$ cat src/rtl/pid_update_scheduler.sv
// pid_update_scheduler
//
// Sequences the per-motor PID controllers. A loop-rate timer produces a
// control tick; on each tick the enabled motors are swept in ascending index
// order. For every motor a sensor sample is requested (sensor_req/sensor_ack),
// the motor's single-cycle update_controller strobe fires, and a settle gap
// follows so each PID's edge detector re-arms.
//
// Ports:
//   clock, reset_n     system clock, asynchronous active-low reset
//   enable             run scheduler; low aborts to IDLE
//   loop_period        clock cycles per control tick (values < 2 act as 2)
//   motor_mask         motors to update, sampled when a sweep starts
//   sensor_req         level request for a sample of motor sensor_motor
//   sensor_motor       index of the motor being serviced (held between uses)
//   sensor_ack         sample for sensor_motor is latched and valid
//   update_controller  one-hot single-cycle strobe to PID[i]
//   busy               sweep in progress (SELECT..DONE)
//   cycle_done         one-cycle pulse at sweep end
//   overrun_count      saturating count of ticks dropped while busy
//   timeout_flags      sticky per-motor sensor timeout flags
//
// Configuration macro: PID_SCHED_TIMEOUT_EN
//   Defined: REQ gives up after TIMEOUT_CYCLES cycles without an ack, sets the
//   motor's timeout flag, skips its strobe and continues the sweep.
//   Undefined: REQ waits indefinitely and timeout_flags is tied to 0.

module pid_update_scheduler #(
  parameter int NUM_MOTORS     = 6,
  parameter int SETTLE_CYCLES  = 2,
  parameter int TIMEOUT_CYCLES = 255
) (
  input  logic                  clock,
  input  logic                  reset_n,
  input  logic                  enable,
  input  logic [31:0]           loop_period,
  input  logic [NUM_MOTORS-1:0] motor_mask,
  output logic                  sensor_req,
  output logic [3:0]            sensor_motor,
  input  logic                  sensor_ack,
  output logic [NUM_MOTORS-1:0] update_controller,
  output logic                  busy,
  output logic                  cycle_done,
  output logic [15:0]           overrun_count,
  output logic [NUM_MOTORS-1:0] timeout_flags
);

  localparam int SW = (SETTLE_CYCLES < 2) ? 1 : $clog2(SETTLE_CYCLES);

  typedef enum logic [2:0] {
    IDLE, WAIT_TICK, SELECT, REQ, STROBE, SETTLE, DONE
  } state_t;

  state_t                  state_q, state_d;
  logic [31:0]             tickCount_q, tickCount_d;
  logic [31:0]             periodEff, lastCount;
  logic                    tick;
  logic [NUM_MOTORS-1:0]   pend_q, pend_d;
  logic [3:0]              motor_q, motor_d;
  logic [SW-1:0]           settle_q, settle_d;
  logic [15:0]             overrun_q, overrun_d;
  logic [3:0]              selIdx;

`ifdef PID_SCHED_TIMEOUT_EN
  localparam int TW = (TIMEOUT_CYCLES < 2) ? 1 : $clog2(TIMEOUT_CYCLES);
  logic [TW-1:0]           wait_q, wait_d;
  logic [NUM_MOTORS-1:0]   flags_q, flags_d;
`endif

  // Tick timer. Using >= rather than == makes a shrunken loop_period wrap
  // immediately when the counter is already past the new terminal value.
  always_comb begin
    periodEff   = (loop_period < 32'd2) ? 32'd2 : loop_period;
    lastCount   = periodEff - 32'd1;
    tick        = enable && (tickCount_q >= lastCount);
    tickCount_d = tickCount_q + 32'd1;
    if (!enable || tick) begin
      tickCount_d = '0;
    end
  end

  // Lowest pending motor: scanning downward leaves the smallest index last.
  always_comb begin
    selIdx = '0;
    for (int i = NUM_MOTORS - 1; i >= 0; i--) begin
      if (pend_q[i]) begin
        selIdx = 4'(i);
      end
    end
  end

  always_comb begin
    state_d   = state_q;
    pend_d    = pend_q;
    motor_d   = motor_q;
    settle_d  = settle_q;
    overrun_d = overrun_q;
`ifdef PID_SCHED_TIMEOUT_EN
    wait_d    = wait_q;
    flags_d   = flags_q;
`endif

    if (tick && (state_q != WAIT_TICK) && (overrun_q != 16'hFFFF)) begin
      overrun_d = overrun_q + 16'd1;
    end

    case (state_q)
      IDLE: begin
        if (enable) begin
          state_d = WAIT_TICK;
        end
      end
      WAIT_TICK: begin
        if (tick) begin
          pend_d  = motor_mask;
          state_d = SELECT;
        end
      end
      SELECT: begin
        if (pend_q == '0) begin
          state_d = DONE;
        end else begin
          motor_d = selIdx;
          pend_d  = pend_q & ~(NUM_MOTORS'(1) << selIdx);
          state_d = REQ;
`ifdef PID_SCHED_TIMEOUT_EN
          wait_d  = '0;
`endif
        end
      end
      REQ: begin
        if (sensor_ack) begin
          state_d = STROBE;
`ifdef PID_SCHED_TIMEOUT_EN
        end else if (wait_q == TW'(TIMEOUT_CYCLES - 1)) begin
          flags_d  = flags_q | (NUM_MOTORS'(1) << motor_q);
          settle_d = '0;
          state_d  = SETTLE;
        end else begin
          wait_d = wait_q + TW'(1);
`endif
        end
      end
      STROBE: begin
        settle_d = '0;
        state_d  = SETTLE;
      end
      SETTLE: begin
        if (settle_q == SW'(SETTLE_CYCLES - 1)) begin
          state_d = SELECT;
        end else begin
          settle_d = settle_q + SW'(1);
        end
      end
      DONE: begin
        state_d = WAIT_TICK;
      end
      default: begin
        state_d = IDLE;
      end
    endcase

    // Disable overrides every transition, including an ack arriving in REQ.
    if (!enable) begin
      state_d = IDLE;
      pend_d  = '0;
    end
  end

  always_ff @(posedge clock or negedge reset_n) begin
    if (!reset_n) begin
      state_q     <= IDLE;
      tickCount_q <= '0;
      pend_q      <= '0;
      motor_q     <= '0;
      settle_q    <= '0;
      overrun_q   <= '0;
`ifdef PID_SCHED_TIMEOUT_EN
      wait_q      <= '0;
      flags_q     <= '0;
`endif
    end else begin
      state_q     <= state_d;
      tickCount_q <= tickCount_d;
      pend_q      <= pend_d;
      motor_q     <= motor_d;
      settle_q    <= settle_d;
      overrun_q   <= overrun_d;
`ifdef PID_SCHED_TIMEOUT_EN
      wait_q      <= wait_d;
      flags_q     <= flags_d;
`endif
    end
  end

  assign sensor_req        = (state_q == REQ);
  assign sensor_motor      = motor_q;
  assign update_controller = (state_q == STROBE) ? (NUM_MOTORS'(1) << motor_q) : '0;
  assign busy              = (state_q == SELECT) || (state_q == REQ) || (state_q == STROBE) ||
                             (state_q == SETTLE) || (state_q == DONE);
  assign cycle_done        = (state_q == DONE);
  assign overrun_count     = overrun_q;
`ifdef PID_SCHED_TIMEOUT_EN
  assign timeout_flags     = flags_q;
`else
  assign timeout_flags     = '0;
`endif

endmodule

$ cat config.mk
export PLATFORM = sky130hd
export DESIGN_NAME = pid_update_scheduler
export DESIGN_NICKNAME = d
export VERILOG_FILES = /design/src/rtl/pid_update_scheduler.sv
export SDC_FILE = /design/constraint.sdc
export NUM_CORES = 1
export LEC_CHECK = 0
export ABC_AREA = 1
export BUFFER_PORTS_ARGS = -buffer_cell sky130_fd_sc_hd__buf_2
export CAP_MARGIN = 20
export CORE_UTILIZATION = 65
export CTS_BUF_LIST = sky130_fd_sc_hd__clkbuf_8
export CTS_CLUSTER_SIZE = 28
export DETAILED_ROUTE_END_ITERATION = 10
export GPL_TIMING_DRIVEN = 0
export PLACE_DENSITY = 0.89
export SLEW_MARGIN = 20
export SYNTH_ARGS = -nofsm -noshare
export SYNTH_HDL_FRONTEND = slang
export SYNTH_SLANG_ARGS = --single-unit
$ cat constraint.sdc
create_clock -name clock -period 3.55 [get_ports clock]
set_clock_uncertainty 0.05 [all_clocks]
set_input_delay 1.065 -clock clock [delete_from_list [all_inputs] [get_ports clock]]
set_output_delay 1.065 -clock clock [all_outputs]
set_load 0.05 [all_outputs]
==> flow_metrics.tcl <==
set metrics [dict create \
    status "finished with violations" \
    violations "setup timing" \
    switching_power_w 0.00105 \
    ys_top_cells_by_count "nand2_1 (163), nor2_1 (130), inv_1 (107)" \
    clock.fmax_mhz 224 \
    p_leak_nw 3.33 \
    synth_area_sq_um 5330 \
    ys_seq_elements 61 \
    setup_viol 57 \
    finalPower_w 0.00254 \
    drv.max_cap_violation_count 0 \
    post-route-period-util_pct 126 \
    drtIter0Drc 744 \
    h-tree-depth 3 \
    cts.sinks 61 \
    crit_buf_inv 3 \
    critPathCaptureType "flip-flop" \
    vias 6371 \
    drv_slew 0 \
    coreArea_sq_um 7850 \
    clkTransAtPathRegs_ns 0.08 \
    vias_per_cell 6.25 \
    postSynthCellCount 760 \
    utilization_pct 92.2 \
    fp.dieW_um 92.6 \
    cts_buffers 9 \
    cts-root-buf "clkbuf_8" \
    place_area_sq_um 5900 \
    avgSynthCellArea_sq_um 7.01 \
    dp_cells 936 \
    routabilityCongestion 0.926 \
    wl_per_cell_um 19.9 \
    slowest_stage "nor4_4" \
    cts_tree "built" \
    grt_pass1_vias 5725 \
    crit_required_ns 3.75 \
    async_reset_ff_share_pct 100 \
    ys.flop_type "dfrtp_1" \
    crit_path_max_incr_delay_ns 0.43 \
    finalHoldViolCount 0 \
    combPwrFrac_pct 35.3 \
    grt_usage_pct 39.4 \
    crit_top_cell "nand2_2" \
    synthTopCellsByArea "dfrtp_1 (29%), nand2_1 (11%), nor2_1 (9.2%)" \
    rsz0062_at_grt "true" \
    critical_path_class "in2reg" \
    synth_top_area_cell "dfrtp_1" \
    die_area_sq_um 8570 \
    fin_nets 991 \
    port_buffers 68 \
    p_clk_share_pct 30.7 \
    first_pass_iters 6 \
    fin_ws_ns -0.913 \
    cp.arrival_ns 4.66 \
    yosys_warnings 0 \
    start_kind "input pin" \
    synth.most_common_cell "nand2_1" \
    pwr-share-seq_pct 34.0 \
    pwr_density_cell_nw_per_um2 351 \
    p_int_w 0.00148 \
    antenna_found_initial 0 \
    grt_pass1_wl_mm 26.3 \
    std_cell_rows 32 \
    instances_no_fill 1020 \
    die_y_um 92.6 \
    fin_area_sq_um 7240 \
    synth-edff-count 0 \
    boundaryPins 77 \
    crit_fanout 6 \
    syn_to_final_growth_pct 35.7 \
    antenna_cells 0 \
    clk_path_buf_depth 2 \
    post-route-drc-count 0 \
    min_path_type "reg2reg" \
    yosysUniqueCellTypes 39 \
    worst_slew_pin_slew_ns 0.786 \
    yosysTopAreaCellShare_pct 28.6 \
    peakVddDrop_mv 0.608 \
    postRouteAntennaNets 0 \
    grt_max_degree 62 \
    switching_share_pct 41.5 \
    dp_hpwl_mm 10.5 \
    layout-drive-gt1-share_pct 33.8 \
    synth.yosys.seq_area_share_pct 28.6 \
    initial_utilization_pct 67.9 \
    crit_family "simple AND/OR/NAND/NOR gates" \
    slew_headroom_pct 47.6 \
    hold_ws_ns 0.481 \
    wirelength_mm 20.3 \
    grt_overflow_total 0 \
    clk_latency_ns 0.37 \
    fin_crit_ns 4.46 \
]
[flip-flops by register name, indices dropped and copies added (netlist names)]
register	count
pend_q	6
state_q	3
sensor_motor	3
overrun_count	16
tickCount_q	32
settle_q	1
[metrics by stage]
stage | setup WS [ns] | setup TNS (ns)
after floorplan | -0.474 | -22.87
after global placement | -1.18 | -63.93
after detailed placement | -1.27 | -69.16
after CTS | -0.477 | -22.73
after global routing | -1.12 | -58.82
final | -0.913 | -47.15
[worst register-to-register path, stage by stage, from the launching register on]
cell,delay [ns]
dfrtp_1,0.43
ha_1,0.34
nand2_2,0.08
inv_1,0.05
nand2_1,0.08
nand2_1,0.05
nand2_1,0.06
nand2_1,0.06
nor2_1,0.08
nand2_1,0.09
nand2_2,0.13
buf_6,0.15
nand3_4,0.17
buf_6,0.21
nor3b_2,0.15
[layer usage]
metal | routed length (um) | up-vias | global-route usage, % | part of all wire (%)
met4 | 1670 | 0 | 25.0 | 8.2
met3 | 2150 | 176 | 6.24 | 11
met2 | 9490 | 567 | 69.1 | 47
met5 | 0 | - | 0 | 0
li1 | - | 2740 | - | -
met1 | 7040 | 2888 | 44.4 | 35
[layout make-up]
class,instances,area [sq um]
inverters,109,409
flip-flops and latches,61,1530
repair buffers,135,1010
fillers,313,612
plain buffers,14,135
multi-input cells,583,3790
clock buffers,9,124
well taps,102,128
clock inverters,7,115
[path summary, 6_finish.rpt]
| kind | from | endpoint | slack, ns | cells past startpoint |
|---|---|---|---|---|
| max | loop_period[14] | overrun_count[14]$_DFFE_PN0P_ | -0.91 | 25 |
| min | tickCount_q[0]$_DFF_PN0_ | tickCount_q[0]$_DFF_PN0_ | 0.48 | 1 |
| max reg2reg | tickCount_q[11]$_DFF_PN0_ | tickCount_q[2]$_DFF_PN0_ | 1.29 | 14 |
| min reg2reg | tickCount_q[0]$_DFF_PN0_ | tickCount_q[0]$_DFF_PN0_ | 0.48 | 1 |
| max in group asynchronous | reset_n | pend_q[0]$_DFFE_PN0P_ | 2.20 | 1 |
| min in group asynchronous | reset_n | tickCount_q[28]$_DFF_PN0_ | 0.74 | 1 |
[what timing repair did]
item | 4_1_cts | 5_1_grt
endpoints found under the hold margin | 0 | 0
pin swaps | 21 | 16
hold buffers | 0 | 0
cloned | 4 | 2
endpoints found under the setup margin | 57 | 57
buffers inserted | 48 | 15
gates resized for setup | 76 | 77
[kinds of logic after synthesis]
logic type	after synthesis	share of synthesized area, %
buffers and inverters	123	9.65
flip-flops	61	28.6
AND/OR/NAND/NOR	423	36.3
AO/OA/AOI/OAI	51	6.20
XOR/XNOR	65	10.7
adder cells (fa/ha/maj)	36	8.45
other	1	0.0703
[cell usage in the layout (no fill, tap or decap), drive strengths merged, types with 32 or more instances in the layout]
master / instances
nand2: 170
buf: 146
nor2: 139
inv: 110
dfrtp: 61
nand3: 44
nor3: 38
ha: 36
xor2: 33
xnor2: 32
[power by group through the flow]
stage | combinational, W | clock (W) | sequential, W
2_1_floorplan | 0.000456 | 0 | 0.000894
3_3_place_gp | 0.000663 | 0 | 0.000851
3_5_place_dp | 0.000690 | 0 | 0.000853
4_1_cts | 0.000767 | 0.000757 | 0.000844
5_1_grt | 0.000949 | 0.000793 | 0.000869
6_report | 0.000897 | 0.000778 | 0.000863
Note: power is estimated with default switching activity, not from simulation.
